### config.mk
export PLATFORM = sky130hd
export DESIGN_NAME = index_to_one_hot_wake_queue
export DESIGN_NICKNAME = d
export VERILOG_FILES = /design/src/rtl/index_to_one_hot_wake_queue.sv
export SDC_FILE = /design/constraint.sdc
export NUM_CORES = 1
export LEC_CHECK = 0
export BUFFER_PORTS_ARGS = -buffer_cell sky130_fd_sc_hd__clkbuf_2
export CAP_MARGIN = 15
export CELL_PAD_IN_SITES_DETAIL_PLACEMENT = 0
export CELL_PAD_IN_SITES_GLOBAL_PLACEMENT = 1
export CORE_UTILIZATION = 38
export DETAILED_ROUTE_END_ITERATION = 16
export GPL_TIMING_DRIVEN = 0
export HOLD_SLACK_MARGIN = 0.15
export PLACE_DENSITY = 0.89
export SYNTH_ARGS = -nofsm -noshare
export SYNTH_HDL_FRONTEND = slang
export SYNTH_SLANG_ARGS = --single-unit
### constraint.sdc
create_clock -name clk -period 2.7 [get_ports clk]
set_input_delay 0.27 -clock clk [delete_from_list [all_inputs] [get_ports clk]]
set_output_delay 0.27 -clock clk [all_outputs]
set_load 0.05 [all_outputs]
### src/rtl/index_to_one_hot_wake_queue.sv
// Wake queue: binary-indexed wake events are decoded into a pending bitmap and
// issued one at a time as a registered one-hot grant with round-robin fairness.
module index_to_one_hot_wake_queue #(
  parameter int NUM_SIGNALS = 4,
  parameter int INDEX_WIDTH = (NUM_SIGNALS > 1) ? $clog2(NUM_SIGNALS) : 1
) (
  input  logic                   clk,
  input  logic                   reset_n,
  input  logic                   post_valid,
  input  logic [INDEX_WIDTH-1:0] post_index,
  input  logic                   cancel_valid,
  input  logic [INDEX_WIDTH-1:0] cancel_index,
  input  logic                   grant_ready,
  output logic                   grant_valid,
  output logic [NUM_SIGNALS-1:0] grant_one_hot,
  output logic [INDEX_WIDTH-1:0] grant_index,
  output logic [NUM_SIGNALS-1:0] pending,
  output logic                   dup_post,
  output logic                   bad_index
);

  function automatic logic [NUM_SIGNALS-1:0] decode(input logic [INDEX_WIDTH-1:0] idx);
    logic [NUM_SIGNALS-1:0] v;
    for (int i = 0; i < NUM_SIGNALS; i++) v[i] = (idx == INDEX_WIDTH'(i));
    return v;
  endfunction

  logic [INDEX_WIDTH-1:0] grant_idx;
  logic [INDEX_WIDTH-1:0] rr_ptr;

  logic                   post_ok;
  logic                   cancel_ok;
  logic                   cancel_grant;
  logic                   load;
  logic                   post_held;
  logic [NUM_SIGNALS-1:0] p;
  logic                   sel_found;
  logic [INDEX_WIDTH-1:0] sel_idx;
  int                     cand;

  logic                   grant_valid_next;
  logic [INDEX_WIDTH-1:0] grant_idx_next;
  logic [INDEX_WIDTH-1:0] rr_ptr_next;
  logic [NUM_SIGNALS-1:0] pending_next;
  logic                   dup_next;
  logic                   bad_next;

  always_comb begin
    post_ok      = post_valid && (32'(post_index) < NUM_SIGNALS);
    cancel_ok    = cancel_valid && (32'(cancel_index) < NUM_SIGNALS);
    cancel_grant = grant_valid && cancel_ok && (cancel_index == grant_idx);
    load         = !grant_valid || grant_ready || cancel_grant;
    // A post to a grant that stays in the register merges with it.
    post_held    = grant_valid && !load && (post_index == grant_idx);

    p = pending;
    if (cancel_ok) p = p & ~decode(cancel_index);
    if (post_ok && !post_held) p = p | decode(post_index);

    dup_next = post_ok && (post_held ||
               (((pending & decode(post_index)) != '0) &&
                !(cancel_ok && (cancel_index == post_index))));
    bad_next = (post_valid && !post_ok) || (cancel_valid && !cancel_ok);

    sel_found = 1'b0;
    sel_idx   = '0;
    cand      = 0;
    for (int i = 1; i <= NUM_SIGNALS; i++) begin
      cand = int'(rr_ptr) + i;
      if (cand >= NUM_SIGNALS) cand = cand - NUM_SIGNALS;
      if (!sel_found && p[cand]) begin
        sel_found = 1'b1;
        sel_idx   = INDEX_WIDTH'(cand);
      end
    end

    grant_valid_next = grant_valid;
    grant_idx_next   = grant_idx;
    rr_ptr_next      = rr_ptr;
    pending_next     = p;
    if (load) begin
      if (sel_found) begin
        grant_valid_next = 1'b1;
        grant_idx_next   = sel_idx;
        rr_ptr_next      = sel_idx;
        pending_next     = p & ~decode(sel_idx);
      end else begin
        grant_valid_next = 1'b0;
        grant_idx_next   = '0;
      end
    end
  end

  always_ff @(posedge clk or negedge reset_n) begin
    if (!reset_n) begin
      grant_valid <= 1'b0;
      grant_idx   <= '0;
      rr_ptr      <= INDEX_WIDTH'(NUM_SIGNALS - 1);
      pending     <= '0;
      dup_post    <= 1'b0;
      bad_index   <= 1'b0;
    end else begin
      grant_valid <= grant_valid_next;
      grant_idx   <= grant_idx_next;
      rr_ptr      <= rr_ptr_next;
      pending     <= pending_next;
      dup_post    <= dup_next;
      bad_index   <= bad_next;
    end
  end

  assign grant_one_hot = grant_valid ? decode(grant_idx) : '0;
  assign grant_index   = grant_idx;

endmodule

## After elaboration in Yosys (flattened, before gate mapping)

Index checks and enable logic that the tools add are counted.

| storage, ports and cells | value |
|---|---|
| register bits after elaboration | 10 |
| input bits | 9 |
| output and inout port bits | 13 |
| logic and storage cells | 100 |

| cells by class | value |
|---|---|
| add/subtract/negate cells | 8 |
| order comparisons | 8 |
| equality and inequality tests | 15 |
| muxes and demuxes | 31 |
| bitwise operators | 6 |
| reduce and logical (&&, ||, !) cells | 27 |

Operator list:

| kind | number |
|---|---|
| 32-bit by 4-bit < comparator with 1-bit output (second input constant) | 4 |
| 32-bit 2-to-1 mux | 4 |
| 4-bit 2-to-1 mux | 5 |
| 2-bit == test (second input constant) | 8 |
| 1-bit 2-to-1 mux | 13 |
| 4-bit bitwise AND | 3 |
| 3-bit by 3-bit subtractor with 4-bit output (second input constant) | 3 |
| 1-bit logical AND | 11 |
| 2-bit 2-to-1 mux | 5 |
| 3-bit greater-or-equal comparator (second input constant) | 3 |
| 1-bit binary-select mux with 2-bit select | 4 |
| 2-bit by 1-bit == test with 1-bit output (second input constant) | 4 |
| 2-bit zero test | 4 |
| 4-bit inverter | 2 |
| 1-bit zero test | 7 |
| 2-bit by 2-bit adder with 3-bit output (second input constant) | 2 |
| 2-bit == test | 3 |
| 4-bit by 3-bit subtractor with 5-bit output (second input constant) | 1 |
| 2-bit by 3-bit adder with 4-bit output (second input constant) | 1 |
| 4-bit by 3-bit greater-or-equal comparator with 1-bit output (second input constant) | 1 |
| 4-bit OR | 1 |
| 4-bit nonzero test | 1 |
| 2-bit by 1-bit adder with 3-bit output (second input constant) | 1 |
| 1-bit logical OR | 3 |
| 2-bit AND reduction | 1 |

## Logic depth before layout (Yosys ltp)

Gate-level depths: netlist (run 1).

| depth | value |
|---|---|
| depth after elaboration | 27 |
| depth in mapped cells | 9 |

## Least setup slack after synthesis (run 1)

No wires, ideal clock.

| timing | value |
|---|---|
| path kind | register to register |
| start | register grant_idx[1], in the netlist grant_index[1] |
| end | register pending[1] |
| arrival | 2.328 ns |
| path slack | 0.249 ns |
| stages on the path, launching flop included | 9 |
| path through | dfrtp_1 buf_2 xnor2_1 a311o_2 o211a_4 a21boi_2 a32oi_1 and3_4 o31a_1 |

| on the way | value |
|---|---|
| longest elaborated chain between the ends | 27 |

Ends and longest elaborated chain:

| what | line | text |
|---|---|---|
| start: declaration | 28 | `logic [INDEX_WIDTH-1:0] grant_idx;` |
| start signal: assignment | 104 | `grant_idx <= grant_idx_next;` |
| 2-bit == test | 51 | `cancel_grant = grant_valid && cancel_ok && (cancel_index == grant_idx);` |
| 1-bit logical AND | 51 |  |
| 1-bit logical OR | 52 | `load = !grant_valid \|\| grant_ready \|\| cancel_grant;` |
| 1-bit zero test | 54 | `post_held = grant_valid && !load && (post_index == grant_idx);` |
| 1-bit logical AND (2 in series) | 54 |  |
| 1-bit zero test | 58 | `if (post_ok && !post_held) p = p \| decode(post_index);` |
| 1-bit logical AND | 58 |  |
| 4-bit 2-to-1 mux | 58 |  |
| [11 not listed] | -- |  |
| 1-bit logical AND | 71 | `if (!sel_found && p[cand]) begin` |
| 2-bit 2-to-1 mux | 71 |  |
| 2-bit by 1-bit == test with 1-bit output | 24 | `for (int i = 0; i < NUM_SIGNALS; i++) v[i] = (idx == INDEX_WIDTH'(i));` |
| 4-bit inverter | 86 | `pending_next = p & ~decode(sel_idx);` |
| 4-bit bitwise AND | 86 |  |
| 4-bit 2-to-1 mux | 82 | `if (sel_found) begin` |
| 4-bit 2-to-1 mux (*) | 81 | `if (load) begin` |
| named net pending_next[1] | 44 | `logic [NUM_SIGNALS-1:0] pending_next;` |
| end signal: assignment | 106 | `pending <= pending_next;` |
| end: declaration | 17 | `output logic [NUM_SIGNALS-1:0] pending,` |

Mark *: on every way through the listed nets, which the timed path passes. The rest lies on a longest branch. The select of a mux whose other input is x is not followed.
A chain may end at the register's enable or synchronous reset.

## Final worst setup path (run 1)

Ends and elaborated chain as after synthesis.

==> run_results.csv, run 1 <==
group,metric,value,unit
run_status,status,"finished clean",
yosys,syn_nets,104,
min_path,hold_class,"primary input to flip-flop",
detailed_routing,drt-total-wl,2.03,mm
grt,grt_pass1_vias,743,
clock_network,h-tree-depth,1,
timing,worstMarginPinSlew,0.648,ns
worst_setup_path,path_max_fanout,7,
clock_network,clk_latency,0.26,ns
timing,slew_violations,0,
detailed_routing,wl_per_cell,14.1,um
power_and_ir_drop,power_frac_clock,9.7,%
timing,final_hold_viol_count,0,
timing,setup_ws,0.186,ns
detailed_routing,drc_errors,0,
detailed_routing,vias,803,
power_and_ir_drop,swShare,55.3,%
timing,setup_viol,0,
clock_network,clock_path_buffers,2,
power_and_ir_drop,seq_power_share,20.6,%
timing,rsz0062_at_grt,"false",
final_layout,mostFrequentLayoutCells,"clkbuf_2, nand2_1, nor2_1, dfrtp_1",
worst_setup_path,worstSetupStartpoint,"grant_index[1]$_DFFE_PN0P_",
power_and_ir_drop,p_int,0.610,mW
floorplan,rows,16,
yosys,ys_seq_area_share,30.0,%
final_layout,layout_commonest_cell,"clkbuf_2",
detailed_routing,drtAntennaViolNets,0,
timing,fmax,398,MHz
floorplan,start_util,41.6,%
floorplan,core,2020,um2
grt,grt_usage,17.6,%
worst_setup_path,slowest_stage,"o31ai_1",
clock_network,cts_resized,0,
worst_setup_path,r2r-start,"grant_index[1]$_DFFE_PN0P_",
worst_setup_path,cp.arrival,2.66,ns
worst_setup_path,crit_type,"flip-flop to flip-flop",
placement,preCtsSetupSlack,0.238,ns
worst_setup_path,path_buf_inv,1,
clock_network,clock_sinks,10,
worst_setup_path,crit_family,"compound AO/OA/AOI/OAI gates",
clock_network,numCtsBuffers,3,
yosys,ys_warn_count,0,
clock_network,cts_tree,"yes",
final_layout,area_growth,19.6,%
power_and_ir_drop,peakVddDrop,668,uV
yosys,netlist_area,842,um2
grt,overflow,0,
final_layout,finalNetCount,127,
placement,io_buffers,17,
power_and_ir_drop,switchingPower,0.753,mW
yosys,synth_cell_types,42,
yosys,ys_seq_elements,10,
min_path,min_from,"grant_ready",
clock_network,root_buffer,"clkbuf_4",
power_and_ir_drop,combPwrFrac,69.7,%
clock_network,cts.clk_slew.worst_paths,0.07,ns
timing,min_period,2.51,ns
placement,dpl.hpwl,1.58,mm
detailed_routing,drt_iter0_markers,28,
final_layout,postLayoutCellArea,1010,um2
worst_setup_path,critical_path.max_stage_delay,0.52,ns
timing,slew_headroom,56.4,%
power_and_ir_drop,powerDensity,1350,nW/um2
final_layout,drive_gt1_share,35.0,%
placement,dpl_cell_area,961,um2
worst_setup_path,crit_chain,"buf_2, xnor2_1, a311o_2, nor2_1, o31ai_1, a22oi_1, and3_4, o31a_1",
detailed_routing,vias_per_cell,5.58,
worst_setup_path,end_kind,"flip-flop",
timing,tns,0,ns
grt,grt_max_degree,11,
worst_setup_path,cp-start-kind,"flip-flop",
yosys,synthCells,95,
worst_setup_path,required,2.85,ns
floorplan,die-area,2410,um2
floorplan,io_pins,22,
final_layout,diodes,0,
floorplan,die_y,49.1,um
job,cap_violations,0,
power_and_ir_drop,p_leak,0.452,nW
yosys,syn_area_per_cell,8.86,um2
detailed_routing,first_pass_iters,4,
grt,antenna_found_initial,0,
grt,grt_pass1_wl,3.24,mm
floorplan,dieWidth,49.1,um
timing,fin_worst_skew,0.00227,ns
placement,place.gp.congestion,0.849,
final_layout,finalCoreUtilization,49.8,%
timing,min_period_over_period,93.1,%
[path summary, 6_finish.rpt]
check                                        endpoint  slack [ns]  cells past startpoint
min reg2reg                     rr_ptr[0]$_DFFE_PN1P_        0.54                      2
max                              pending[1]$_DFF_PN0_        0.19                      8
min in group asynchronous        pending[3]$_DFF_PN0_        0.41                      2
min                        grant_index[0]$_DFFE_PN0P_        0.34                      4
max reg2reg                      pending[1]$_DFF_PN0_        0.19                      8
max in group asynchronous       rr_ptr[1]$_DFFE_PN1P_        2.02                      2
[registers in the layout, summed over array words and instances (netlist names)]
name and cells:
dup_post 1, grant_index 2, grant_valid 1, pending 4, rr_ptr 2
[power by group through the flow]
stage / combinational (mW) / sequential [mW] / clock [mW]
CTS: 0.944 / 0.278 / 0.135
detailed placement: 0.940 / 0.281 / 0
finish: 0.950 / 0.281 / 0.132
global placement: 0.920 / 0.281 / 0
global route: 1.01 / 0.291 / 0.142
floorplan: 0.580 / 0.442 / 0
[per-layer routing]
metal | routed length [um] | vias up | track usage, % | part of all wire (%)
li1 | - | 394 | - | -
met1 | 887 | 382 | 20.0 | 44
met2 | 1060 | 25 | 31.3 | 52
met3 | 70 | 2 | 2.18 | 3.5
met4 | 14 | 0 | 10.3 | 0.69
met5 | 0 | - | 0 | 0
[cells in the mapped netlist]
master | number | area [um2]
and3_1 | 2 | 12.5
a41oi_1 | 1 | 8.76
dfrtp_1 | 8 | 200
or2_2 | 1 | 6.26
o211a_4 | 1 | 17.5
and4_1 | 1 | 8.76
mux4_2 | 1 | 22.5
buf_2 | 1 | 5.00
o31a_1 | 2 | 17.5
dfstp_2 | 2 | 52.6
nor2_1 | 8 | 30.0
conb_1 | 1 | 3.75
nand3_2 | 1 | 10.0
xor2_1 | 2 | 17.5
nand2_1 | 13 | 48.8
a32oi_1 | 1 | 8.76
a22oi_1 | 1 | 7.51
o21ai_1 | 3 | 15.0
a311oi_2 | 1 | 15.0
a21boi_2 | 1 | 11.3
o31ai_1 | 4 | 30.0
a21boi_0 | 2 | 15.0
o21ai_2 | 1 | 8.76
a21oi_1 | 1 | 5.00
a311o_2 | 1 | 11.3
o22ai_1 | 1 | 6.26
a31oi_1 | 2 | 12.5
xnor2_1 | 3 | 26.3
and3_4 | 1 | 11.3
o32a_1 | 1 | 10.0
o32ai_1 | 1 | 8.76
o21ai_0 | 2 | 10.0
nand3_1 | 5 | 25.0
o31a_2 | 1 | 10.0
inv_1 | 5 | 18.8
buf_4 | 4 | 30.0
xnor2_4 | 1 | 27.5
buf_6 | 2 | 22.5
a211o_1 | 2 | 17.5
clkbuf_1 | 1 | 3.75
nor3b_1 | 1 | 7.51
nor3_1 | 1 | 5.00
[cell families after synthesis]
kind of cell	Yosys count	synth area share [%]
AND/OR/NAND/NOR	34	19.6
flip-flops	10	30.0
multiplexers	1	2.67
AO/OA/AOI/OAI	30	29.3
XOR/XNOR	6	8.47
buffers and inverters	13	9.51
other	1	0.445
[worst min-delay path: cells and delay by family]
kind	cells	cell delay [ns]
buffers and inverters	1	0.10
and+or+nand+nor	1	0.07
AOI/OAI and AO/OA	2	0.12
[per-stage QoR]
step	std cells	power, mW	hold WS (ns)
after floorplan	95	1.02	-0.0256
after global placement	139	1.20	0.136
after detailed placement	139	1.22	0.146
after CTS	144	1.36	0.327
after global routing	144	1.44	0.346
final	144	1.36	0.339
[cell type report]
cell class | instances | area (um2)
Fill cell | 209 | 1010
Inverter | 5 | 18.8
Tap cell | 27 | 33.8
Multi-Input combinational cell | 72 | 509
Buffer | 8 | 61.3
Clock buffer | 4 | 36.3
Sequential cell | 10 | 253
Timing Repair Buffer | 18 | 95.1
[what timing repair did]
item / 4_1_cts / 5_1_grt
hold buffers: 1 / 0
hold endpoints to repair: 10 / 0
buffers inserted: 0 / 0
(Power assumes the default switching activity.)
==> inputs of run 2 (changes only) <==
--- a/config.mk
+++ b/config.mk
@@ -9,11 +9,12 @@
 export CAP_MARGIN = 15
 export CELL_PAD_IN_SITES_DETAIL_PLACEMENT = 0
 export CELL_PAD_IN_SITES_GLOBAL_PLACEMENT = 1
-export CORE_UTILIZATION = 38
+export CORE_UTILIZATION = 40
+export CTS_BUF_LIST = sky130_fd_sc_hd__clkbuf_8
 export DETAILED_ROUTE_END_ITERATION = 16
 export GPL_TIMING_DRIVEN = 0
 export HOLD_SLACK_MARGIN = 0.15
-export PLACE_DENSITY = 0.89
+export PLACE_DENSITY = 0.92
 export SYNTH_ARGS = -nofsm -noshare
 export SYNTH_HDL_FRONTEND = slang
 export SYNTH_SLANG_ARGS = --single-unit
==> run 2 against run 1 <==
First-iteration DRC count up 21%. Cell count unchanged. Utilization up 2.7 points. Global-route usage up 1.4 points. Count of clock-buffer cells in the layout unchanged. Non-clock buffer count unchanged. Critical path type unchanged.
==> run_results.csv, run 2 (same netlist as run 1, synthesis figures left out) <==
group,metric,value,unit
run_status,status,"finished clean",
final_layout,layout_commonest_cell,"clkbuf_2",
worst_setup_path,end_kind,"flip-flop",
worst_setup_path,crit_type,"flip-flop to flip-flop",
timing,slew_headroom,59.8,%
floorplan,die-area,2290,um2
worst_setup_path,path_max_fanout,7,
detailed_routing,vias_per_cell,5.76,
timing,slew_violations,0,
clock_network,clock_path_buffers,2,
power_and_ir_drop,p_leak,0.461,nW
timing,min_period_over_period,92.5,%
floorplan,rows,16,
final_layout,mostFrequentLayoutCells,"clkbuf_2, nand2_1, nor2_1, dfrtp_1",
floorplan,start_util,42.9,%
final_layout,multiInputGateArea,514,um2
detailed_routing,first_pass_iters,4,
power_and_ir_drop,powerDensity,1370,nW/um2
floorplan,die_y,47.9,um
worst_setup_path,slowest_stage,"a311oi_2",
timing,setup_viol,0,
placement,dpl.hpwl,1.57,mm
final_layout,largest_reg_flops,4,
power_and_ir_drop,power,1.41,mW
job,cap_violations,0,
detailed_routing,drtAntennaViolNets,0,
clock_network,clk_latency,0.23,ns
worst_setup_path,cp.arrival,2.61,ns
final_layout,drive_gt1_share,35.9,%
worst_setup_path,required,2.81,ns
detailed_routing,vias,829,
grt,overflow,0,
grt,grt_usage,19.0,%
clock_network,h-tree-depth,1,
timing,final_hold_viol_count,0,
timing,fmax,400,MHz
timing,rsz0062_at_grt,"false",
final_layout,fillers,184,
floorplan,dieWidth,47.9,um
grt,grt_max_degree,11,
grt,antenna_found_initial,0,
detailed_routing,drc_errors,0,
final_layout,area_growth,22.4,%
clock_network,numCtsBuffers,3,
floorplan,io_pins,22,
min_path,hold_class,"primary input to flip-flop",
worst_setup_path,crit_chain,"buf_2, xnor2_1, a311oi_2, nand3_2, a31oi_1, nand3_1, and3_4, o31a_1",
final_layout,regMostFlops,"pending",
final_layout,diodes,0,
grt,grt_pass1_wl,2.99,mm
detailed_routing,drt-total-wl,1.98,mm
timing,worstMarginPinSlew,0.598,ns
detailed_routing,wl_per_cell,13.7,um
timing,fin_worst_skew,0.00300,ns
power_and_ir_drop,peakVddDrop,723,uV
worst_setup_path,cp-start-kind,"flip-flop",
clock_network,cts_tree,"yes",
placement,io_buffers,17,
grt,grt_pass1_vias,727,
placement,place.gp.congestion,0.856,
final_layout,final-instance-count-excl-fill,144,
clock_network,root_buffer,"clkbuf_8",
timing,tns,0,ns
detailed_routing,drt_iter0_markers,34,
final_layout,finalNetCount,127,
clock_network,clock_sinks,10,
timing,min_period,2.50,ns
placement,dp.cells,139,
clock_network,cts.clk_slew.worst_paths,0.05,ns
final_layout,register_area,253,um2
clock_network,cts_setup_buffers,0,
floorplan,core,1960,um2
worst_setup_path,critical_path.max_stage_delay,0.47,ns
run 2: what timing repair did:
item | CTS | global route
resized for setup | 0 | 1
hold buffers | 1 | 0
endpoints found under the setup margin | 0 | 2
endpoints found under the hold margin | 10 | 0
run 2: stage by stage:
step           area, um2  setup slack, ns  util, %  hold WS, ns
2_1_floorplan        842            0.249        -      -0.0256
3_3_place_gp         961            0.307     49.0        0.135
3_5_place_dp         961            0.259     49.0        0.141
4_1_cts             1030            0.229     52.3        0.356
5_1_grt             1030            0.159     52.6        0.367
6_report            1030            0.202     52.6        0.357
run 2: final cells by class:
type                    count  share of cell area, %
repair buffers             18                   9.22
plain buffers               8                   5.95
inverters                   5                   1.82
well taps                  27                   3.28
flip-flops and latches     10                   24.5
multi-input cells          72                   49.9
clock buffers               4                   5.34
run 2: critical path: cells and delay by family (launching register included):
kind / cells / cell delay [ns]
DFF: 1 / 0.36
AOI/OAI and AO/OA: 3 / 1.16
buffers and inverters: 1 / 0.17
xor gates and xnor gates: 1 / 0.16
and+or+nand+nor: 3 / 0.53
run 2: power breakdown:
group / internal (mW) / leakage (nW) / switching, mW
combinational: 0.304 / 0.313 / 0.640
clock: 0.128 / 0.0288 / 0.0571
sequential: 0.227 / 0.120 / 0.0546
total: 0.659 / 0.461 / 0.752
run 2: metal layers:
layer	vias up	track usage [%]	share of wire [%]
met1	385	20.1	42
met2	42	32.4	48
met3	8	6.79	7.2
met4	0	11.1	3.4
li1	394	-	-
met5	-	0	0
run 2: final timing paths:
path / start / to / slack, ns / cells past startpoint
worst max-delay path: grant_index[1]$_DFFE_PN0P_ / pending[3]$_DFF_PN0_ / 0.20 / 8
worst min-delay path: post_valid / dup_post$_DFF_PN0_ / 0.36 / 2
worst max register to register: grant_index[1]$_DFFE_PN0P_ / pending[3]$_DFF_PN0_ / 0.20 / 8
worst min register to register: rr_ptr[0]$_DFFE_PN1P_ / rr_ptr[0]$_DFFE_PN1P_ / 0.52 / 2
max in group asynchronous: reset_n / rr_ptr[0]$_DFFE_PN1P_ / 2.01 / 2
min in group asynchronous: reset_n / pending[0]$_DFF_PN0_ / 0.43 / 2
